<file path="config.mk">
export PLATFORM = sky130hd
export DESIGN_NAME = rsa_xcel_mont_modexp_arbiter_flat
export DESIGN_NICKNAME = d
export VERILOG_FILES = /design/src/rtl/rsa_xcel_mont_modexp_arbiter_if.sv /design/src/rtl/rsa_xcel_mont_modexp_arbiter.sv /design/src/flat_wrapper.sv
export SDC_FILE = /design/constraint.sdc
export NUM_CORES = 1
export LEC_CHECK = 0
export CAP_MARGIN = 20
export CELL_PAD_IN_SITES_DETAIL_PLACEMENT = 0
export CELL_PAD_IN_SITES_GLOBAL_PLACEMENT = 1
export CORE_AREA = 10 10 218 220
export CTS_CLUSTER_SIZE = 30
export DETAILED_ROUTE_END_ITERATION = 8
export DIE_AREA = 0 0 228 230
export PLACE_DENSITY_LB_ADDON = 0.05
export REMOVE_ABC_BUFFERS = 1
export SLEW_MARGIN = 10
export SYNTH_ARGS = -nofsm -noshare
export SYNTH_HDL_FRONTEND = slang
export SYNTH_SLANG_ARGS = --single-unit
</file>
<file path="constraint.sdc">
create_clock -name clk -period 3 [get_ports clk]
set_input_delay 0.3 -clock clk [delete_from_list [all_inputs] [get_ports clk]]
set_output_delay 0.3 -clock clk [all_outputs]
set_load 0.005 [all_outputs]
</file>
<file path="src/rtl/rsa_xcel_mont_modexp_arbiter_if.sv">
// Bus bundle between the requester adapters, the modexp arbiter and the
// single shared Montgomery modexp unit.
interface rsa_xcel_mont_modexp_arbiter_if #(
  parameter int NREQ  = 4,
  parameter int NBITS = 32
);
  // requester side: slice i of req_msg is {mod, exp, base}, base in the LSBs
  logic [NREQ-1:0][3*NBITS-1:0] req_msg;
  logic [NREQ-1:0]              req_val;
  logic [NREQ-1:0]              req_rdy;
  logic [NBITS-1:0]             resp_msg;
  logic [NREQ-1:0]              resp_val;
  logic [NREQ-1:0]              resp_rdy;

  // modexp unit side
  logic [3*NBITS-1:0]           modexp_istream_msg;
  logic                         modexp_istream_val;
  logic                         modexp_istream_rdy;
  logic [NBITS-1:0]             modexp_ostream_msg;
  logic                         modexp_ostream_val;
  logic                         modexp_ostream_rdy;

  // arbiter view
  modport slave (
    input  req_msg, req_val, resp_rdy,
    input  modexp_istream_rdy, modexp_ostream_msg, modexp_ostream_val,
    output req_rdy, resp_msg, resp_val,
    output modexp_istream_msg, modexp_istream_val, modexp_ostream_rdy
  );

  // environment view: requesters plus the modexp unit
  modport master (
    output req_msg, req_val, resp_rdy,
    output modexp_istream_rdy, modexp_ostream_msg, modexp_ostream_val,
    input  req_rdy, resp_msg, resp_val,
    input  modexp_istream_msg, modexp_istream_val, modexp_ostream_rdy
  );
endinterface

</file>
<file path="src/rtl/rsa_xcel_mont_modexp_arbiter.sv">
// Round-robin arbiter sharing one modexp unit among NREQ requesters.
// One operation in flight; the result is routed back only to the requester
// that issued it. IDLE -> WAIT -> RESP -> IDLE.
module rsa_xcel_mont_modexp_arbiter #(
  parameter int NREQ  = 4,
  parameter int NBITS = 32
) (
  input  logic                        clk,
  input  logic                        reset,
  rsa_xcel_mont_modexp_arbiter_if.slave bus,
  output logic [$clog2(NREQ)-1:0]     owner,
  output logic                        busy,
  output logic [15:0]                 op_count
);
  localparam int PW = $clog2(NREQ);

  localparam logic [1:0] IDLE = 2'd0;
  localparam logic [1:0] WAIT = 2'd1;
  localparam logic [1:0] RESP = 2'd2;

  logic [1:0]       state;
  logic [PW-1:0]    ptr;
  logic [PW-1:0]    owner_q;
  logic [NBITS-1:0] result;
  logic [15:0]      op_cnt;

  logic [PW-1:0]    sel;
  logic             any;
  int               cand;
  logic             issue;
  logic             deliver;
  logic             ifire;
  logic             ofire;
  logic             accept;
  logic [NREQ-1:0]  req_rdy_w;
  logic [NREQ-1:0]  resp_val_w;

  // Round-robin pick: lowest index at or after ptr with a valid request.
  // Scanning from the far end lets the nearest candidate overwrite last.
  always_comb begin
    sel  = ptr;
    any  = 1'b0;
    cand = 0;
    for (int k = NREQ - 1; k >= 0; k--) begin
      cand = int'(ptr) + k;
      if (cand >= NREQ) cand = cand - NREQ;
      if (bus.req_val[PW'(cand)]) begin
        sel = PW'(cand);
        any = 1'b1;
      end
    end
  end

  // Handshake qualifiers; every val/rdy output is forced low while reset is
  // held so nothing leaks out during an asynchronous reset.
  assign issue   = reset & (state == IDLE) & any;
  assign deliver = reset & (state == RESP);
  assign ifire   = issue & bus.modexp_istream_rdy;
  assign ofire   = reset & (state == WAIT) & bus.modexp_ostream_val;
  assign accept  = deliver & bus.resp_rdy[owner_q];

  assign bus.modexp_istream_val = issue;
  assign bus.modexp_istream_msg = issue ? bus.req_msg[sel] : '0;
  assign bus.modexp_ostream_rdy = reset & (state == WAIT);
  assign bus.resp_msg           = result;

  // Per-requester steering: ready only for the picked requester when the unit
  // takes the operands, response valid only for the recorded owner.
  for (genvar i = 0; i < NREQ; i++) begin : g_req
    assign req_rdy_w[i]  = ifire & (sel == PW'(i));
    assign resp_val_w[i] = deliver & (owner_q == PW'(i));
  end

  assign bus.req_rdy  = req_rdy_w;
  assign bus.resp_val = resp_val_w;

  // FSM and op bookkeeping; reset discards any in-flight operation.
  always_ff @(posedge clk or negedge reset) begin
    if (!reset) begin
      state   <= IDLE;
      ptr     <= '0;
      owner_q <= '0;
      result  <= '0;
      op_cnt  <= '0;
    end else begin
      case (state)
        IDLE: begin
          if (ifire) begin
            owner_q <= sel;
            ptr     <= (sel == PW'(NREQ - 1)) ? '0 : sel + 1'b1;
            state   <= WAIT;
          end
        end
        WAIT: begin
          if (ofire) begin
            result <= bus.modexp_ostream_msg;
            state  <= RESP;
          end
        end
        RESP: begin
          if (accept) begin
            op_cnt <= op_cnt + 16'd1;
            state  <= IDLE;
          end
        end
        default: state <= IDLE;
      endcase
    end
  end

  assign owner    = owner_q;
  assign busy     = (state != IDLE);
  assign op_count = op_cnt;
endmodule

</file>
<file path="src/flat_wrapper.sv">
// flat-port wrapper written by rule: the top's interface ports become plain ports
module rsa_xcel_mont_modexp_arbiter_flat 
#(
  parameter int NREQ  = 4,
  parameter int NBITS = 32
)
  (clk, reset, owner, busy, op_count, bus_req_msg, bus_req_val, bus_resp_rdy, bus_modexp_istream_rdy, bus_modexp_ostream_msg, bus_modexp_ostream_val, bus_req_rdy, bus_resp_msg, bus_resp_val, bus_modexp_istream_msg, bus_modexp_istream_val, bus_modexp_ostream_rdy);
  rsa_xcel_mont_modexp_arbiter_if #(.NREQ(NREQ), .NBITS(NBITS)) bus_i ();
  input  logic clk;
  input  logic reset;
  output logic [$clog2(NREQ)-1:0] owner;
  output logic busy;
  output logic [15:0] op_count;
  input wire logic [$bits(bus_i.req_msg)-1:0] bus_req_msg;
  input wire logic [$bits(bus_i.req_val)-1:0] bus_req_val;
  input wire logic [$bits(bus_i.resp_rdy)-1:0] bus_resp_rdy;
  input wire logic [$bits(bus_i.modexp_istream_rdy)-1:0] bus_modexp_istream_rdy;
  input wire logic [$bits(bus_i.modexp_ostream_msg)-1:0] bus_modexp_ostream_msg;
  input wire logic [$bits(bus_i.modexp_ostream_val)-1:0] bus_modexp_ostream_val;
  output wire logic [$bits(bus_i.req_rdy)-1:0] bus_req_rdy;
  output wire logic [$bits(bus_i.resp_msg)-1:0] bus_resp_msg;
  output wire logic [$bits(bus_i.resp_val)-1:0] bus_resp_val;
  output wire logic [$bits(bus_i.modexp_istream_msg)-1:0] bus_modexp_istream_msg;
  output wire logic [$bits(bus_i.modexp_istream_val)-1:0] bus_modexp_istream_val;
  output wire logic [$bits(bus_i.modexp_ostream_rdy)-1:0] bus_modexp_ostream_rdy;
  assign bus_i.req_msg = bus_req_msg;
  assign bus_i.req_val = bus_req_val;
  assign bus_i.resp_rdy = bus_resp_rdy;
  assign bus_i.modexp_istream_rdy = bus_modexp_istream_rdy;
  assign bus_i.modexp_ostream_msg = bus_modexp_ostream_msg;
  assign bus_i.modexp_ostream_val = bus_modexp_ostream_val;
  assign bus_req_rdy = bus_i.req_rdy;
  assign bus_resp_msg = bus_i.resp_msg;
  assign bus_resp_val = bus_i.resp_val;
  assign bus_modexp_istream_msg = bus_i.modexp_istream_msg;
  assign bus_modexp_istream_val = bus_i.modexp_istream_val;
  assign bus_modexp_ostream_rdy = bus_i.modexp_ostream_rdy;
  rsa_xcel_mont_modexp_arbiter #(.NREQ(NREQ), .NBITS(NBITS)) u_core (.clk(clk), .reset(reset), .bus(bus_i), .owner(owner), .busy(busy), .op_count(op_count));
endmodule
</file>
**Word-level counts from Yosys, hierarchy flattened**

Index checks and enable logic that the tools add are counted.

- $add $sub $neg: 9
- Multipliers: 0
- Divide/modulo/power cells: 0
- $lt $le $gt $ge: 10
- Equality and inequality tests: 11
- Shift-type cells: 0
- Muxes and demuxes: 34
- Bitwise gates (word level): 15
- Reductions and logical operators: 8

Operators with widths:

| cell | number |
|---|---|
| $bmux 96 s2 | 1 |
| $mux 96 | 2 |
| $mux 2 | 12 |
| $add 16x1->16 const B | 1 |
| $lt 2x4->1 const B | 4 |
| $and 1x1->1 | 15 |
| $mux 1 | 13 |
| $bmux 1 s2 | 5 |
| $eq 2x2->1 const B | 5 |
| $ge 3x3->1 const B | 3 |
| $sub 2x1->2 const B | 4 |
| $add 2x2->3 const B | 2 |
| $eq 2x1->1 const B | 3 |
| $logic_not 2->1 | 3 |
| $lt 2x3->1 const B | 2 |
| $ne 2x1->1 const B | 3 |
| $pmux 2 s3 | 1 |
| $reduce_and 2->1 | 3 |
| $add 2x1->3 const B | 1 |
| $ge 2x3->1 const B | 1 |
| $reduce_and 3->1 | 1 |
| $add 2x1->2 const B | 1 |
| $reduce_bool 2->1 | 1 |

- Flip-flop bits (word level): 54
- Bits in latches: 0
- Memory bits (writable): 0
- ROM bits: 0
- Input port bits: 428
- Output and inout port bits: 157
- Memories: 0

**Longest topological paths before layout**

Gate-level depths: netlist of the first run.

- Word-level depth: 14
- Gate-level depth with buffers: 8
- Mapped depth without buffers: 6

**Least setup slack after synthesis of the first run**

OpenSTA, ideal clock, no wires.

- Path kind: register -> output
- From: register u_core.state[1]
- To: output port bus_modexp_istream_msg[94]
- Arrival time: 1.640 ns
- Required time: 2.700 ns
- Slack: 1.060 ns
- Stages on the path, launching flop included: 7
- Buffers on the path: 2
- Path through: dfrtp_1 -> or2_1 -> a211oi_4 -> nand2_2 -> buf_4 -> buf_4 -> o22ai_1

- Longest elaborated chain between the ends: 4

Ends and longest elaborated chain:

| what | RTL line | RTL |
|---|---|---|
| start: declaration | rsa_xcel_mont_modexp_arbiter.sv:21 | `logic [1:0] state;` |
| start signal: assignment | rsa_xcel_mont_modexp_arbiter.sv:80 | `state <= IDLE;` |
| start signal: assignment | rsa_xcel_mont_modexp_arbiter.sv:91 | `state <= WAIT;` |
| start signal: assignment | rsa_xcel_mont_modexp_arbiter.sv:97 | `state <= RESP;` |
| $logic_not 2->1 | rsa_xcel_mont_modexp_arbiter.sv:56 | `assign issue = reset & (state == IDLE) & any;` |
| $and 1x1->1 (2 in a row) | rsa_xcel_mont_modexp_arbiter.sv:56 |  |
| named net bus_modexp_istream_val | flat_wrapper.sv:24 | `output wire logic [$bits(bus_i.modexp_istream_val)-1:0] bus_modexp_istream_val;` |
| $mux 96 | rsa_xcel_mont_modexp_arbiter.sv:63 | `assign bus.modexp_istream_msg = issue ? bus.req_msg[sel] : '0;` |
| end: declaration | flat_wrapper.sv:23 | `output wire logic [$bits(bus_i.modexp_istream_msg)-1:0] bus_modexp_istream_msg;` |

The timed path passes the listed nets, and every way through them passes these cells.

**Final worst setup path of the first run**

- From: input port bus_req_val[3]
- To: output port bus_modexp_istream_msg[11]

- Longest elaborated chain between the ends: 10
- Elaborated cells on any way between the ends: 24
- Those cells by class: mux: 23; bitwise: 1

Ends and longest elaborated chain:

| what | RTL line | RTL |
|---|---|---|
| start: declaration | flat_wrapper.sv:15 | `input wire logic [$bits(bus_i.req_val)-1:0] bus_req_val;` |
| $bmux 1 s2 | rsa_xcel_mont_modexp_arbiter.sv:47 | `if (bus.req_val[PW'(cand)]) begin` |
| $mux 1 (implied by the code) (2 in a row) | rsa_xcel_mont_modexp_arbiter.sv:47 |  |
| $mux 2 (3 in a row) | rsa_xcel_mont_modexp_arbiter.sv:47 |  |
| $mux 2 (*) | rsa_xcel_mont_modexp_arbiter.sv:47 |  |
| named net u_core.sel[0] | rsa_xcel_mont_modexp_arbiter.sv:27 | `logic [PW-1:0] sel;` |
| $bmux 96 s2 (*) | rsa_xcel_mont_modexp_arbiter.sv:63 |  |
| $mux 96 (implied by the code) (*) | rsa_xcel_mont_modexp_arbiter.sv:63 |  |
| $mux 96 (*) | rsa_xcel_mont_modexp_arbiter.sv:63 |  |

Mark *: on every way through the listed nets, which the timed path passes. The rest lies on a longest branch. The select of a mux whose other input is x is not followed.

==> impl_metrics.ini, run 1 <==
[global_routing]
grt_antenna_before_repair = 25
grt_pass1_vias = 7252
grt_use_total_pct = 16.5
grt.overflow.total = 0
grt_pass1_wl_um = 61200
grt_max_degree = 55

[cts]
insertion_delay_ns = 0.30
clockBufferDepth = 2
cts_tree = built
cts.htree.levels = 2
cts-root-buf = clkbuf_16
cts_inserted_buffers = 5
clk_pin_slew_ns = 0.08
clock-sinks = 54

[timing]
timing.final.crit_share_pct = 96.7
relSlewSlack_pct = 50.4
rsz0062_at_grt = false
setup_viol = 0
setup_tns_ns = 0
fmax_mhz = 345
fin_crit_ns = 2.90
finalMaxSlewViolations = 0
tightest_slew_ns = 0.745
clock_skew_ns = 0.00781
hold_viol_final = 0

[route]
vias = 6669
wire_per_inst_um = 27.0
wirelength_um = 46200
ant_nets = 0
firstDrtPassIters = 4
drt_iter0_markers = 222
drc = 0
vias_per_cell = 3.90

[pwr]
p_leak_uw = 0.00592
ir_drop_v = 0.000258
p_per_area_nw_per_um2 = 581

[layout]
drive_gt1_share_pct = 12.4
fin_cells = 1709
design_area_um2 = 12400
nets = 1547
fin_util_pct = 28.8
syn_to_final_growth_pct = 132

[yosys]
ys_types = 40
syn_inst = 513
syn_area_um2 = 5320
avgSynthCellArea_um2 = 10.4
yosys.area.top_type = mux2i_1
synth_area_leaders = mux2i_1 36%, dfrtp_1 25%, o22ai_1 10%
yosysSeqAreaShare_pct = 25.4
synth_seq_cells = 54
synth.top_cell.area_share_pct = 36.1
yosys_warnings = 0

[floorplanning]
coreArea_um2 = 42900
num_rows = 76
die_w_um = 228
io_pins = 585
die_area_um2 = 52400
start_util_pct = 12.4
die_height_um = 230

[setup_path]
endpoint_kind = output port
reg2regPathDepth = 6
arrival_ns = 2.60
start_kind = input pin
cp_max_fo = 5
path_class = input pin to output port
critical_path_required_ns = 2.70

[hold_path]
hp-class = input pin to asynchronous set/reset pin

[placement]
dp_hpwl_um = 40400
io_buffers = 584
dp.cells = 1683
gp_congestion = 0.880
place_area_um2 = 12000

[run]
maxCapViolations = 0

[outcome]
status = completed
[state kept, by name (all words and copies together), names as in the netlist]
register             cells
u_core.state             2
u_core.op_count         16
u_core.bus.resp_msg     32
u_core.ptr               2
u_core.owner             2
[layer usage]
layer,part of all wire [%],track usage [%]
met1,34,16.1
met2,54,31.0
met3,10,7.77
met4,1.4,3.81
met5,0.40,0
[cells in the final DEF (no fill, tap or decap), types with 2 or more instances in the layout]
cell | netlist | routed
inv_1 | 2 | 2
nor2b_1 | 2 | 2
nand4_1 | 5 | 5
mux2_2 | 33 | 33
nand2_4 | 0 | 2
clkbuf_16 | 0 | 5
nand2b_1 | 3 | 3
buf_4 | 2 | 41
clkbuf_2 | 0 | 8
and3_1 | 9 | 9
nand2_1 | 17 | 17
clkdlybuf4s50_1 | 0 | 484
clkdlybuf4s15_1 | 0 | 4
buf_6 | 23 | 4
ha_1 | 5 | 5
dlygate4sd2_1 | 0 | 50
mux2i_2 | 0 | 3
mux2i_1 | 192 | 188
o22ai_2 | 11 | 14
and2_1 | 2 | 2
buf_8 | 0 | 2
diode_2 | 0 | 9
dlymetal6s2s_1 | 0 | 32
xor2_1 | 2 | 2
and4_1 | 3 | 3
nand3_1 | 3 | 3
clkinv_4 | 0 | 2
o21ai_0 | 2 | 2
nor2_1 | 5 | 5
inv_6 | 0 | 2
buf_12 | 0 | 12
dfrtp_1 | 54 | 54
xnor2_1 | 13 | 13
o22ai_1 | 85 | 81
[layout make-up]
| class | instances | area, um^2 |
|---|---|---|
| antenna | 9 | 22.5 |
| clock inverter | 3 | 28.8 |
| clock buffer | 5 | 125 |
| tap | 585 | 732 |
| timing repair buffer | 638 | 6390 |
| fill | 4569 | 30500 |
| multi-input combinational | 409 | 3660 |
| sequential | 54 | 1350 |
| inverter | 4 | 41.3 |
| timing repair inverter | 2 | 17.5 |
[final timing paths]
path | from | slack (ns) | endpoint
setup / recovery | bus_req_val[3] | 0.10 | bus_modexp_istream_msg[11]
hold / removal | reset | 0.19 | u_core.ptr[0]
setup reg to reg | u_core.ptr[1] | 1.14 | u_core.ptr[0]
hold reg to reg | u_core.op_count[15] | 0.49 | u_core.op_count[15]
max in group asynchronous | reset | 2.32 | u_core.owner[0]
min in group clk | u_core.op_count[15] | 0.49 | u_core.op_count[15]
[kinds of logic (layout without fill, tap and decap cells)]
| family | Yosys count | in the layout | synth area share, % |
|---|---|---|---|
| multiplexers | 226 | 226 | 43.5 |
| AO/OA/AOI/OAI | 106 | 106 | 14.5 |
| AND/OR/NAND/NOR | 57 | 57 | 5.83 |
| flip-flops | 54 | 54 | 25.4 |
| buffers and inverters | 50 | 652 | 7.10 |
| XOR/XNOR | 15 | 15 | 2.47 |
| adder cells (fa/ha/maj) | 5 | 5 | 1.18 |
| other | 0 | 9 | 0 |
[worst max-delay path, stage by stage]
cell and delay, ns:
clkdlybuf4s50_1 0.50, inv_1 0.05, a21o_1 0.20, a221oi_4 0.34, bufinv_16 0.24, buf_4 0.14
buf_12 0.12, buf_12 0.12, mux2i_1 0.20, o22ai_1 0.10, dlygate4sd2_1 0.27
[stage by stage]
step                total power, uW  worst slack [ns]  hold WS (ns)
CTS                            7370           -0.0445         0.237
floorplan                      3730             -1.71       0.00441
detailed placement             6720            -0.211         0.479
finish                         7190             0.100         0.192
global route                   7700           0.00335         0.278
global placement               6760            -0.261         0.467
[power by group]
group	switching (uW)	internal (uW)
logic	2340	3040
registers	186	1000
clock network	303	320
total	2830	4360
[synth_stat cells (all sizes together)]
cell type and count:
mux2i 192, o22ai 96, dfrtp 54, buf 33, mux2 33, nand2 19
clkbuf 13, xnor2 13, and3 9, nor2 6, ha 5, nand4 5
inv 4, and4 3, nand2b 3, nand3 3, o21ai 3, and2 2
nor2b 2, xor2 2, a211oi 1, a21o 1, a21oi 1, a221o 1
a221oi 1, and3b 1, mux4 1, nand3b 1, nor3b 1, nor4 1
o22a 1, o31ai 1, or2 1
[repair_timing]
action | in CTS | in global routing
resized for setup | 73 | 60
hold buffers | 0 | 0
endpoints found under the setup margin | 75 | 47
gates cloned | 2 | 0
buffers inserted | 6 | 1
pin swaps | 1 | 1
Power figures use the tool's default switching activity.
==> run 2, diff against run 1 <==
--- a/config.mk
+++ b/config.mk
@@ -5,6 +5,7 @@
 export SDC_FILE = /design/constraint.sdc
 export NUM_CORES = 1
 export LEC_CHECK = 0
+export ABC_CLOCK_PERIOD_IN_PS = 3000
 export CAP_MARGIN = 20
 export CELL_PAD_IN_SITES_DETAIL_PLACEMENT = 0
 export CELL_PAD_IN_SITES_GLOBAL_PLACEMENT = 1
==> results of run 2 <==
Final layout, timing and power as in run 1 (identical DEF).
==> patch (flow settings as in run 2) <==
Reset style: synchronous (`reset`), changed in one clocked block. Comments in the files are not updated.
--- a/src/rtl/rsa_xcel_mont_modexp_arbiter.sv
+++ b/src/rtl/rsa_xcel_mont_modexp_arbiter.sv
@@ -75,7 +75,7 @@
   assign bus.resp_val = resp_val_w;
 
   // FSM and op bookkeeping; reset discards any in-flight operation.
-  always_ff @(posedge clk or negedge reset) begin
+  always_ff @(posedge clk) begin
     if (!reset) begin
       state   <= IDLE;
       ptr     <= '0;
Check against the original RTL: differs if reset is asserted again (counterexample within 4 cycles, from zero or initial values and one cycle with reset low); with reset held inactive, the same outputs for 4 cycles.
==> patch against run 2 <==
Routed wire length is 8.1% higher. Sequential cell count is the same. Die area stayed put. Worst setup slack got worse by 15 ps. Synthesized area is 3.7% lower. Sequential share of layout area decreased by 2.1 points. Cell area decreased by 1.3%.
Power is not compared: it rests on default switching activity, and its combinational part moved more than twofold at a synthesized area within 25%.
==> patch: results (changes against run 2) <==
outcome=completed; Clock Skew=5.23 ps (-2.59 ps); Pleak=4.62 nW; antenna violations before repair=22 (-12%); largest net degree at the start of global routing=57 (+3.6%); reg2reg start=u_core.ptr[1]$_SDFFE_PN0P_; main area contributors after synthesis=mux2i_1 38%, dfxtp_1 21%, o22ai_1 12%; Seq/Total Area, Yosys=0.211 (-0.0430); Worst R2R Setup Slack=1110 ps (-30 ps); Netlist cell types=39 (-2.5%); gr usage total=0.180 (+0.0147); vias post-DR=7,037 (+5.5%); Port-buffer cells=584 (unchanged); fmax=343 MHz (-0.50%); CP max FO=15 (+10); wire per inst=27.8 um (+3.1%); met2 Use GR=0.340 (+0.0293); M1 GR Usage=0.188 (+0.0273); gpl congestion=0.842 (-4.3%); Detail Placement HPWL=44,600 um (+10%); HP Class=register to register; Reg2Reg Depth=8 (+2); max_slew headroom=0.589 (+0.0850); worst setup path end=bus_modexp_istream_msg[53]; first-pass GRT wire length=66,700 um (+9.0%); Synth Flop Type=dfxtp_1; Worst R2R End=u_core.ptr[0]$_SDFFE_PN0P_; GR Util met3=0.0790 (+0.00135); fin cells=1,792 (+4.9%); Post-Place Worst Slack=-172 ps (+39.5 ps); 1st-iter DRT viols=274 (+23%); layout cells sized above 1=0.0658 (-0.0580); CP max stage delay=540 ps (+40 ps); top post-synthesis cells by count=192 x mux2i_1, 96 x o22ai_1, 83 x nand2_1; CP top delay family=buffers and inverters; Worst Path Arrival=2610 ps (about the same); Layout fillers=4,558 (-0.24%); CTS max path bufs=2 (unchanged); Async SR Flop Fraction=0 (-1.00); vias in the first global route=7,427 (+2.4%)
==> patch: changes by cell type in the layout (fill, tap and decap cells not counted), sizes merged, moves of 4 or more <==
cell / run 2 / this run
clkdlybuf4s15: 4 / 0
o21ai: 3 / 34
and2: 2 / 17
dlygate4sd2: 50 / 24
mux2: 33 / 0
clkbuf: 13 / 6
dfxtp: 0 / 54
dlymetal6s2s: 32 / 0
a21boi: 0 / 4
nor2b: 2 / 7
nand2: 19 / 85
dfrtp: 54 / 0
clkdlybuf4s50: 484 / 556
==> patch: cell type report <==
| class | instances | share of cell area |
|---|---|---|
| Timing Repair Buffer | 639 | 0.530 |
| Multi-Input combinational cell | 497 | 0.305 |
| Sequential cell | 54 | 0.0887 |
| Tap cell | 585 | 0.0600 |
| Clock buffer | 6 | 0.0106 |
| Clock inverter | 2 | 0.00308 |
| Antenna cell | 6 | 0.00123 |
| Inverter | 3 | 0.000923 |
==> patch: kinds of logic after synthesis <==
kind of cell | count (synthesis) | share of synthesized area
compound gates | 141 | 0.170
mux | 193 | 0.380
simple gates | 143 | 0.131
xor+xnor | 15 | 0.0256
buf+inv | 60 | 0.0703
flops | 54 | 0.211
fa+ha+maj | 5 | 0.0122
==> patch: repair_timing <==
action,CTS,global route
pin swaps,2,0
gates resized for setup,35,2
hold buffers,0,0
endpoints found under the setup margin,86,31
cloned,0,0
buffers inserted,2,0
==> patch: metrics by stage <==
step           setup TNS [ps]  power, W  hold slack, ps  instance area (um^2)
2_1_floorplan         -533070   0.00176             409                  4770
3_3_place_gp            -2900   0.00297             445                 12000
3_5_place_dp            -3280   0.00295             452                 12000
4_1_cts                     0   0.00367             464                 12200
5_1_grt                 -10.4   0.00382             472                 12200
6_report                    0   0.00360             457                 12200
